[config.mk]
export PLATFORM = sky130hd
export DESIGN_NAME = vip_sobel_edge_detector_8bit
export DESIGN_NICKNAME = d
export VERILOG_FILES = /design/src/rtl/vip_sobel_edge_detector_8bit.sv
export SDC_FILE = /design/constraint.sdc
export NUM_CORES = 1
export LEC_CHECK = 0
export ABC_AREA = 1
export BUFFER_PORTS_ARGS = -buffer_cell sky130_fd_sc_hd__buf_2
export CAP_MARGIN = 20
export CORE_AREA = 4 4 127 129
export CTS_CLUSTER_SIZE = 24
export DETAILED_ROUTE_END_ITERATION = 7
export DIE_AREA = 0 0 131 133
export GPL_ROUTABILITY_DRIVEN = 0
export PLACE_DENSITY = 0.64
export SKIP_LAST_GASP = 1
export SYNTH_ARGS = -nofsm -noshare
export SYNTH_HDL_FRONTEND = slang
export SYNTH_SLANG_ARGS = --single-unit
[constraint.sdc]
create_clock -name clk -period 5.8 [get_ports clk]
set_clock_uncertainty 0.1 [all_clocks]
set_input_delay 0.58 -clock clk [delete_from_list [all_inputs] [get_ports clk]]
set_output_delay 0.58 -clock clk [all_outputs]
set_load 0.05 [all_outputs]
[src/rtl/vip_sobel_edge_detector_8bit.sv]
// Three-stage Sobel |Gx|+|Gy| edge detector on the matrix generator's 3x3 window stream.
// Define SOBEL_BORDER_MASK_EN to blank windows whose line buffers/taps are not yet filled.
module vip_sobel_edge_detector_8bit #(
    parameter logic [7:0] THRESHOLD = 8'd64
) (
    input  logic       clk,
    input  logic       rst,
    input  logic       matrix_frame_vsync,
    input  logic       matrix_frame_href,
    input  logic       matrix_frame_clken,
    input  logic [7:0] matrix_p11,
    input  logic [7:0] matrix_p12,
    input  logic [7:0] matrix_p13,
    input  logic [7:0] matrix_p21,
    input  logic [7:0] matrix_p22,
    input  logic [7:0] matrix_p23,
    input  logic [7:0] matrix_p31,
    input  logic [7:0] matrix_p32,
    input  logic [7:0] matrix_p33,
    output logic       post_frame_vsync,
    output logic       post_frame_href,
    output logic       post_frame_clken,
    output logic [7:0] post_img_y,
    output logic       post_img_bit
);

    logic [9:0]  gx_p, gx_n, gy_p, gy_n;
    logic [9:0]  abs_gx, abs_gy;
    logic [10:0] sum;
    logic [2:0]  vsync_sr, href_sr, clken_sr;
    logic        mask_now, mask_s1, mask_s2;

`ifdef SOBEL_BORDER_MASK_EN
    logic [1:0] col_cnt, row_cnt;
    logic       vsync_d, href_d;

    // Mask uses counter values before this strobe's increment.
    assign mask_now = (row_cnt < 2'd2) || (col_cnt < 2'd2);

    always_ff @(posedge clk) begin
        if (rst) begin
            col_cnt <= '0;
            row_cnt <= '0;
            vsync_d <= 1'b0;
            href_d  <= 1'b0;
        end else begin
            vsync_d <= matrix_frame_vsync;
            href_d  <= matrix_frame_href;
            if (!matrix_frame_href)
                col_cnt <= '0;
            else if (matrix_frame_clken && col_cnt != 2'd3)
                col_cnt <= col_cnt + 2'd1;
            if (matrix_frame_vsync && !vsync_d)
                row_cnt <= '0;
            else if (href_d && !matrix_frame_href && row_cnt != 2'd3)
                row_cnt <= row_cnt + 2'd1;
        end
    end
`else
    assign mask_now = 1'b0;
`endif

    assign sum = {1'b0, abs_gx} + {1'b0, abs_gy};

    always_ff @(posedge clk) begin
        if (rst) begin
            gx_p             <= '0;
            gx_n             <= '0;
            gy_p             <= '0;
            gy_n             <= '0;
            abs_gx           <= '0;
            abs_gy           <= '0;
            mask_s1          <= 1'b0;
            mask_s2          <= 1'b0;
            post_img_y       <= '0;
            post_img_bit     <= 1'b0;
            vsync_sr         <= '0;
            href_sr          <= '0;
            clken_sr         <= '0;
        end else begin
            gx_p    <= {2'b00, matrix_p13} + {1'b0, matrix_p23, 1'b0} + {2'b00, matrix_p33};
            gx_n    <= {2'b00, matrix_p11} + {1'b0, matrix_p21, 1'b0} + {2'b00, matrix_p31};
            gy_p    <= {2'b00, matrix_p31} + {1'b0, matrix_p32, 1'b0} + {2'b00, matrix_p33};
            gy_n    <= {2'b00, matrix_p11} + {1'b0, matrix_p12, 1'b0} + {2'b00, matrix_p13};
            mask_s1 <= mask_now;

            abs_gx  <= (gx_p >= gx_n) ? (gx_p - gx_n) : (gx_n - gx_p);
            abs_gy  <= (gy_p >= gy_n) ? (gy_p - gy_n) : (gy_n - gy_p);
            mask_s2 <= mask_s1;

            // Threshold compares the unsaturated sum.
            if (mask_s2) begin
                post_img_y   <= '0;
                post_img_bit <= 1'b0;
            end else begin
                post_img_y   <= (sum > 11'd255) ? 8'hFF : sum[7:0];
                post_img_bit <= (sum > {3'b000, THRESHOLD});
            end

            vsync_sr <= {vsync_sr[1:0], matrix_frame_vsync};
            href_sr  <= {href_sr[1:0],  matrix_frame_href};
            clken_sr <= {clken_sr[1:0], matrix_frame_clken};
        end
    end

    assign post_frame_vsync = vsync_sr[2];
    assign post_frame_href  = href_sr[2];
    assign post_frame_clken = clken_sr[2];

    logic unused_p22;
    assign unused_p22 = ^matrix_p22;

endmodule

# --- Word-level counts from Yosys, hierarchy flattened ---
# Index checks and enable logic that the tools add are counted.
word_totals:
  input_bits: 77
  mem_bits_ro: 0
  memories: 0
  wordCells: 31
  reg_bits: 78
  ramBits: 0
  out_inout_bits: 12
  latchBits: 0
classes:
  n_div: 0
  n_shift: 0
  n_addsub: 13
  n_reduce_logical: 0
  order_cmp: 4
  eq_ne: 0
  n_mul: 0
  muxes: 3
  bitwise: 0
ops:
  columns: ["operator", "n"]
  rows:
  - ["adder 10 x 8 -> 10 bit", 4]
  - ["adder 8 x 9 -> 10 bit", 4]
  - ["subtractor 10 bit", 4]
  - [">= comparator 10 bit", 2]
  - ["2-to-1 mux 10 bit", 2]
  - ["adder 10 x 10 -> 11 bit", 1]
  - ["> comparator 11 x 7 -> 1 bit (second input constant)", 1]
  - ["> comparator 11 x 8 -> 1 bit (second input constant)", 1]
  - ["2-to-1 mux 8 bit", 1]

# --- Depth between registers and ports, before layout ---
# Gate-level depths: netlist of the first run.
depth:
  depth_word: 3
  depth_mapped: 13
  mapped_depth_nobuf: 13

# --- Least setup slack after synthesis of the first run ---
# No wires, ideal clock.
synth_timing:
  kind: "in2reg"
  start: "input matrix_p13[1]"
  end: "register gx_p[7]"
  path_buffers: 0
  required_time_ns: 5.580
  setup_ns: 0.120
  path_slack_ns: 3.352
  arrival_time_ns: 2.228
  cell_stages: 12
  path_cell_list: "fa_1 > ha_1 > inv_1 > fa_1 > inv_1 > nand3_1 > nand2_1 > nand2_1 > nand2_1 > a21oi_1 > o21ai_0 > a21oi_1"
synth_via:
  elab_chain_cells: 2
synth_rtl:
  columns: ["element", "line_no", "rtl"]
  rows:
  - ["from (decl)", "13", "input logic [7:0] matrix_p13,"]
  - ["adder 8 x 9 -> 10 bit", "81", "gx_p <= {2'b00, matrix_p13} + {1'b0, matrix_p23, 1'b0} + {2'b00, matrix_p33};"]
  - ["adder 10 x 8 -> 10 bit", "81", null]
  - ["to (signal assigned)", "81", null]
  - ["to (decl)", "27", "logic [9:0] gx_p, gx_n, gy_p, gy_n;"]
# No other way between the ends.
# A chain may end at the register's enable or synchronous reset.

# --- Worst setup path after layout of the first run ---
layout_timing:
  start: "input matrix_p11[1]"
  end: "register gx_n[7]"
layout_via:
  elab_chain_cells: 2
layout_rtl:
  columns: ["element", "line_no", "rtl"]
  rows:
  - ["from (decl)", "11", "input logic [7:0] matrix_p11,"]
  - ["adder 8 x 9 -> 10 bit", "82", "gx_n <= {2'b00, matrix_p11} + {1'b0, matrix_p21, 1'b0} + {2'b00, matrix_p31};"]
  - ["adder 10 x 8 -> 10 bit", "82", null]
  - ["to (signal assigned)", "82", null]
  - ["to (decl)", "27", null]
# No other way between the ends.

==> results_dict.tcl, run 1 <==
set metrics [dict create \
    cts_hold_buf 0 \
    cts_buffers 9 \
    cts_max_level 3 \
    drc 0 \
    vias 5792 \
    max_slew_margin_pct 39.46 \
    hp-class "flip-flop to flip-flop" \
    hold_viol_final 0 \
    grt_overflow 0 \
    synth_cells 928 \
    drive_gt1_share_pct 11.82 \
    synth_fp_nets 1126 \
    ys_warn_count 0 \
    leakage_uw 0.004092 \
    io_buffers 80 \
    clock_latency_ns 0.33 \
    post_cts_buffers 0 \
    die_area_um2 17420 \
    max_freq_ghz 0.4001 \
    grt_pass1_wl_um 25380 \
    post_cts_resized 0 \
    reg2reg_depth 12 \
    fill_cells 1481 \
    maxCapViolations 0 \
    yosysSeqAreaShare_pct 23.35 \
    crit_arrival_ns 2.61 \
    avgViaCountPerCell 4.847 \
    antenna_found_initial 0 \
    grt_setup_unrepaired "no" \
    critPathKind "primary input to flip-flop" \
    clkTransAtPathRegs_ns 0.06 \
    status "finished clean" \
    post_drt_wl_per_cell_um 12.86 \
    finalCritPeriodShare_pct 43.09 \
    yosys_register_bits 78 \
    grt_max_degree 46 \
    initial_core_util_pct 44.49 \
    nets 1200 \
    cts.sinks 78 \
    finalSetupViolCount 0 \
    die_x_um 131 \
    p_per_area_nw_per_um2 414.1 \
    dpl.hpwl_um 12940 \
    routed_wl_um 15370 \
    worstReg2RegStart "abs_gx[0]" \
    core-area_um2 15030 \
    syn_area_per_cell_um2 7.207 \
    clock-root-buffer "clkbuf_16" \
    grt_pass1_vias 5535 \
    fin_ws_ns 3.301 \
    startpoint "matrix_p11[1]" \
    reg2reg_slack_ns 3.58 \
    finalMaxSlewViolations 0 \
    clockBufferDepth 2 \
    finalSetupTns_ns 0 \
    grtUsageTotal_pct 18.18 \
    synthesis.area_um2 6688 \
    antenna_cells 0 \
    worst-slew-pin-transition_ns 0.9081 \
    crit_fanout 4 \
    cp-start-kind "primary input" \
    crit_required_ns 5.91 \
    regToRegEndpoint "post_img_y[2]" \
    worstSetupEndpoint "gx_n[7]" \
    cts_tree "yes" \
    ios 89 \
    die_h_um 133 \
    dp_slack_ns 2.964 \
    drtPass1Iterations 5 \
    rows 45 \
    final.min_clock_period_ns 2.499 \
    max-vdd-ir-drop_uv 162.6 \
    syn2layout_area_growth_pct 13.81 \
    worstSetupEndpointType "flip-flop" \
    drtAntennaViolNets 0 \
    synth_cell_types 36 \
    drt_iter0_drc 361 \
]
[critical path: stages]
cell	delay, ns
buf_2	0.14
fa_1	0.57
ha_1	0.18
inv_1	0.06
fa_1	0.35
inv_1	0.09
nand3_1	0.07
nand2_1	0.14
nand2_1	0.06
nand2_1	0.06
a21oi_1	0.07
o21ai_0	0.16
a21oi_1	0.09
[stage by stage]
step	hold WS, ns	power (uW)	cells	area, um2	utilization [%]
after floorplan	0.2883	2133	928	6688	-
after global placement	0.2890	2502	1178	7236	48.13
after detailed placement	0.2946	2507	1178	7236	48.13
after CTS	0.3042	3168	1194	7584	50.45
after global routing	0.3171	3468	1195	7611	50.63
final	0.3029	3152	1195	7611	50.63
[report_power, final]
part / switching (uW) / internal [uW]
Clock: 213 / 431
Combinational: 1140 / 635
Sequential: 59.6 / 675
Total: 1410 / 1740
[registers in the layout, indices dropped and copies added, names as in the netlist]
| name | cells |
|---|---|
| abs_gx | 10 |
| abs_gy | 10 |
| clken_sr | 3 |
| gx_n | 10 |
| gx_p | 10 |
| gy_n | 10 |
| gy_p | 10 |
| href_sr | 3 |
| post_img_bit | 1 |
| post_img_y | 8 |
| vsync_sr | 3 |
[logic make-up (layout without fill, tap and decap cells)]
logic type	Yosys count	in the layout	share of synthesized area, %
compound gates	146	146	12.07
fa+ha+maj	121	121	26.79
buf+inv	189	268	10.91
xor+xnor	20	20	2.619
simple gates	374	374	24.27
flops	78	78	23.35
[layout make-up]
class	count	area [um2]	area share [%]
clock buffer	10	239.0	3.140
sequential	78	1562	20.52
inverter	171	641.9	8.433
multi-input combinational	661	4397	57.77
tap	188	235.2	3.091
clock inverter	6	108.9	1.430
timing repair buffer	81	427.9	5.622
[cells in the mapped netlist, drive strengths merged]
cell type  instances  area share [%]
and3               1           0.094
xnor2              8             1.0
o21bai             8            0.90
nor2              55             3.5
a21boi             1            0.11
o21ai             31             2.3
nand3b             4            0.45
a221oi             4            0.52
nor3b              1            0.28
nand2            241              14
a21o               4            0.45
or2                3            0.28
dfxtp             78              23
inv              171             9.6
a31oi              1           0.094
buf               12            0.97
nand4             27             2.6
ha                84              16
o21a               5            0.56
nand3             41             3.1
xor2              12             1.6
fa                37              11
nor3               1           0.075
a21oi             92             7.1
clkbuf             6            0.34
[layer usage]
layer  GRT usage [%]  part of all wire (%)
met1           23.76                    46
met2           29.68                    45
met3           2.907                   5.3
met4           7.314                   3.1
met5               0                     0
[cell usage in the layout (no fill, tap or decap), drive strengths merged, types with 3 or more instances in the layout]
cell,synthesis,routed
a221oi,4,4
inv,171,171
a21oi,92,92
fa,37,37
nor2,55,55
buf,12,81
clkinv,0,3
nand3,41,41
clkbuf,6,10
o21a,5,5
dfxtp,78,78
xnor2,8,8
or2,3,3
nand4,27,27
a21o,4,4
bufinv,0,3
o21bai,8,8
o21ai,31,31
nand2,241,241
xor2,12,12
ha,84,84
nand3b,4,4
[worst min-delay path by stage]
stage | from | to | slack, ns | depth (start not counted)
after floorplan | clken_sr[0] | clken_sr[1] | 0.29 | 2
after global placement | href_sr[1] | href_sr[2] | 0.29 | 2
after detailed placement | clken_sr[0] | clken_sr[1] | 0.29 | 2
after CTS | clken_sr[0] | clken_sr[1] | 0.30 | 2
after global routing | vsync_sr[0] | vsync_sr[1] | 0.32 | 2
final | clken_sr[0] | clken_sr[1] | 0.30 | 2
Note: power is estimated with default switching activity, not from simulation.
==> run 2, diff against run 1 <==
--- a/config.mk
+++ b/config.mk
@@ -5,15 +5,15 @@
 export SDC_FILE = /design/constraint.sdc
 export NUM_CORES = 1
 export LEC_CHECK = 0
-export ABC_AREA = 1
+export ABC_AREA = 0
 export BUFFER_PORTS_ARGS = -buffer_cell sky130_fd_sc_hd__buf_2
 export CAP_MARGIN = 20
-export CORE_AREA = 4 4 127 129
+export CORE_AREA = 4 4 121 123
 export CTS_CLUSTER_SIZE = 24
 export DETAILED_ROUTE_END_ITERATION = 7
-export DIE_AREA = 0 0 131 133
+export DIE_AREA = 0 0 125 127
 export GPL_ROUTABILITY_DRIVEN = 0
-export PLACE_DENSITY = 0.64
+export PLACE_DENSITY = 0.65
 export SKIP_LAST_GASP = 1
 export SYNTH_ARGS = -nofsm -noshare
 export SYNTH_HDL_FRONTEND = slang
==> constraint.sdc (replaced) <==
create_clock -name clk -period 2.6 [get_ports clk]
set_clock_uncertainty 0.1 [all_clocks]
set_input_delay 0.26 -clock clk [delete_from_list [all_inputs] [get_ports clk]]
set_output_delay 0.26 -clock clk [all_outputs]
set_load 0.05 [all_outputs]
==> run 2 against run 1 <==
Worst setup slack worse by 3.2 ns. Critical endpoint is now abs_gy[9]. Combinational power rose by 120%. Sequential share of layout area is 1.2 points higher. Die area shrank 8.9%. Largest power group unchanged. Routed wire length shrank 7.9%. Non-clock buffer count rose by 27. Flip-flop and latch count unchanged.
==> results_dict.tcl, run 2 <==
set metrics [dict create \
    status "finished clean" \
    finalSetupTns_ns 0 \
    yosys-top-cells-count "ha_1, dfxtp_1, nor2_1" \
    worstSetupEndpointType "flip-flop" \
    grt_setup_unrepaired "yes" \
    slowest_stage "o41ai_4" \
    synth-edff-count 0 \
    cts_tree "yes" \
    rows 43 \
    finalSetupViolCount 0 \
    nets 953 \
    synth_fp_nets 852 \
    die_area_um2 15880 \
    ys_warn_count 0 \
    yosys_register_bits 78 \
    clkTransAtPathRegs_ns 0.06 \
    avgViaCountPerCell 5.211 \
    hold_viol_final 0 \
    finalCritPeriodShare_pct 95.98 \
    crit_fanout 6 \
    die_x_um 125 \
    final_common_cell "ha_1" \
    reg2reg_slack_ns 0.10 \
    drc 0 \
    drive_gt1_share_pct 20.39 \
    drt_iter0_drc 320 \
    hp-class "primary input to flip-flop" \
    routed_wl_um 14160 \
    p_per_area_nw_per_um2 942.3 \
    grtUsageTotal_pct 17.76 \
    synthFlopType "dfxtp_1" \
    worst-slew-pin-transition_ns 0.6520 \
    crit_required_ns 2.71 \
    yosysSeqAreaShare_pct 25.92 \
    dpl_cell_area_um2 6763 \
    grt_max_degree 34 \
    yosysMostFrequentCell "ha_1" \
    critPathTopFamily "compound AO/OA/AOI/OAI gates" \
    grt_pass1_wl_um 23050 \
    io_buffers 80 \
    leakage_uw 0.003322 \
    reg2reg_depth 9 \
    path_cells "inv_1, ha_2, fa_2, nand3b_1, a31oi_4, o41ai_4, nor2_1, a22oi_1, mux2_1" \
    ys_top_cells_by_area "dfxtp_1, ha_1, fa_1" \
    max_freq_ghz 0.4007 \
    vias 4898 \
    regToRegEndpoint "abs_gy[9]" \
    max_slew_margin_pct 56.53 \
    antenna_found_initial 0 \
    crit_arrival_ns 2.61 \
    synth_cells 654 \
    drtPass1Iterations 5 \
    clock-root-buffer "clkbuf_16" \
    design_area_um2 7193 \
    finalPower_uw 6778 \
    ios 89 \
    hold_depth 2 \
    crit_buf_inv 1 \
    cp-start-kind "flip-flop" \
    dpl.hpwl_um 11720 \
    synth_top_area_cell "dfxtp_1" \
    antenna_cells 0 \
    critPathKind "flip-flop to flip-flop" \
    clock_latency_ns 0.33 \
    finalMaxSlewViolations 0 \
    worstReg2RegStart "gy_p[0]" \
    grt_pass1_vias 4879 \
    initial_core_util_pct 44.08 \
    min_to "href_sr[0]" \
    synth_top_area_share_pct 25.92 \
    cpPeakStageDelay_ns 0.52 \
    maxCapViolations 0 \
    cts.sinks 78 \
    max-vdd-ir-drop_uv 379.4 \
    cts_hold_buf 0 \
    holdCritStartpoint "matrix_frame_href" \
    clockBufferDepth 2 \
    core-area_um2 13670 \
    drtAntennaViolNets 0 \
    final.min_clock_period_ns 2.495 \
    syn_area_per_cell_um2 9.210 \
    synth_cell_types 52 \
    die_h_um 127 \
    syn2layout_area_growth_pct 19.42 \
    mostFrequentLayoutCells "ha_1, buf_2, dfxtp_1" \
    post_drt_wl_per_cell_um 15.06 \
    synthesis.area_um2 6023 \
    grt_overflow 0 \
    cts_buffers 9 \
    hold_ws_ns 0.03085 \
    synthArstFlopShare_pct 0 \
    cts_max_level 3 \
]
[run 2: cells by family (layout without fill, tap and decap cells)]
family	Yosys count	count (layout)	synth area share, %
adder cells (fa/ha/maj)	121	121	29.75
XOR/XNOR	19	19	2.763
AO/OA/AOI/OAI	131	132	15.33
multiplexers	23	23	4.217
buffers and inverters	85	190	5.713
flip-flops	78	78	25.92
AND/OR/NAND/NOR	197	197	16.31
[run 2: worst max path at each step]
stage	from	to	slack, ns	cells after the start
finish	gy_p[0]	abs_gy[9]	0.10	9
global route	gy_p[0]	abs_gy[9]	-0.03	9
CTS	gy_p[3]	abs_gy[4]	0.004	9
detailed placement	matrix_p11[2]	gy_n[8]	-0.33	9
global placement	matrix_p11[2]	gx_n[8]	-0.22	9
floorplan	matrix_p13[2]	gx_p[8]	0.06	8
[run 2: timing repair]
action                     CTS  global route
buffers inserted             0             5
gates cloned                 0             1
pin swaps                    0             6
setup endpoints to repair    8            27
resized for setup            1            21
[run 2: routing by layer]
metal / wire length, um / share of wire, % / global-route usage, % / up-vias
met5: 0 / 0 / 0 / -
met4: 352 / 2.5 / 6.314 / 0
met3: 799 / 5.6 / 3.763 / 23
met2: 6355 / 45 / 28.98 / 171
met1: 6652 / 47 / 23.48 / 2246
li1: - / - / - / 2458
[run 2: layout make-up]
cell class	count	area, um2
Clock inverter	5	58.81
Sequential cell	78	1563
Clock buffer	11	242.7
Timing Repair Buffer	108	648.1
Tap cell	180	225.2
Fill cell	1251	6472
Multi-Input combinational cell	492	4208
Inverter	66	247.7
[run 2: report_power, final]
| part | switching, uW | internal (uW) |
|---|---|---|
| combinational | 2170 | 1710 |
| sequential | 136 | 1520 |
| clock | 479 | 769 |
| total | 2790 | 3990 |
[run 2: per-stage QoR]
step	utilization, %	setup slack, ns	cells
floorplan	-	0.06465	654
global placement	49.49	-0.2190	918
detailed placement	49.49	-0.3300	918
CTS	51.74	0.004252	934
global route	52.64	-0.02667	940
finish	52.64	0.1046	940
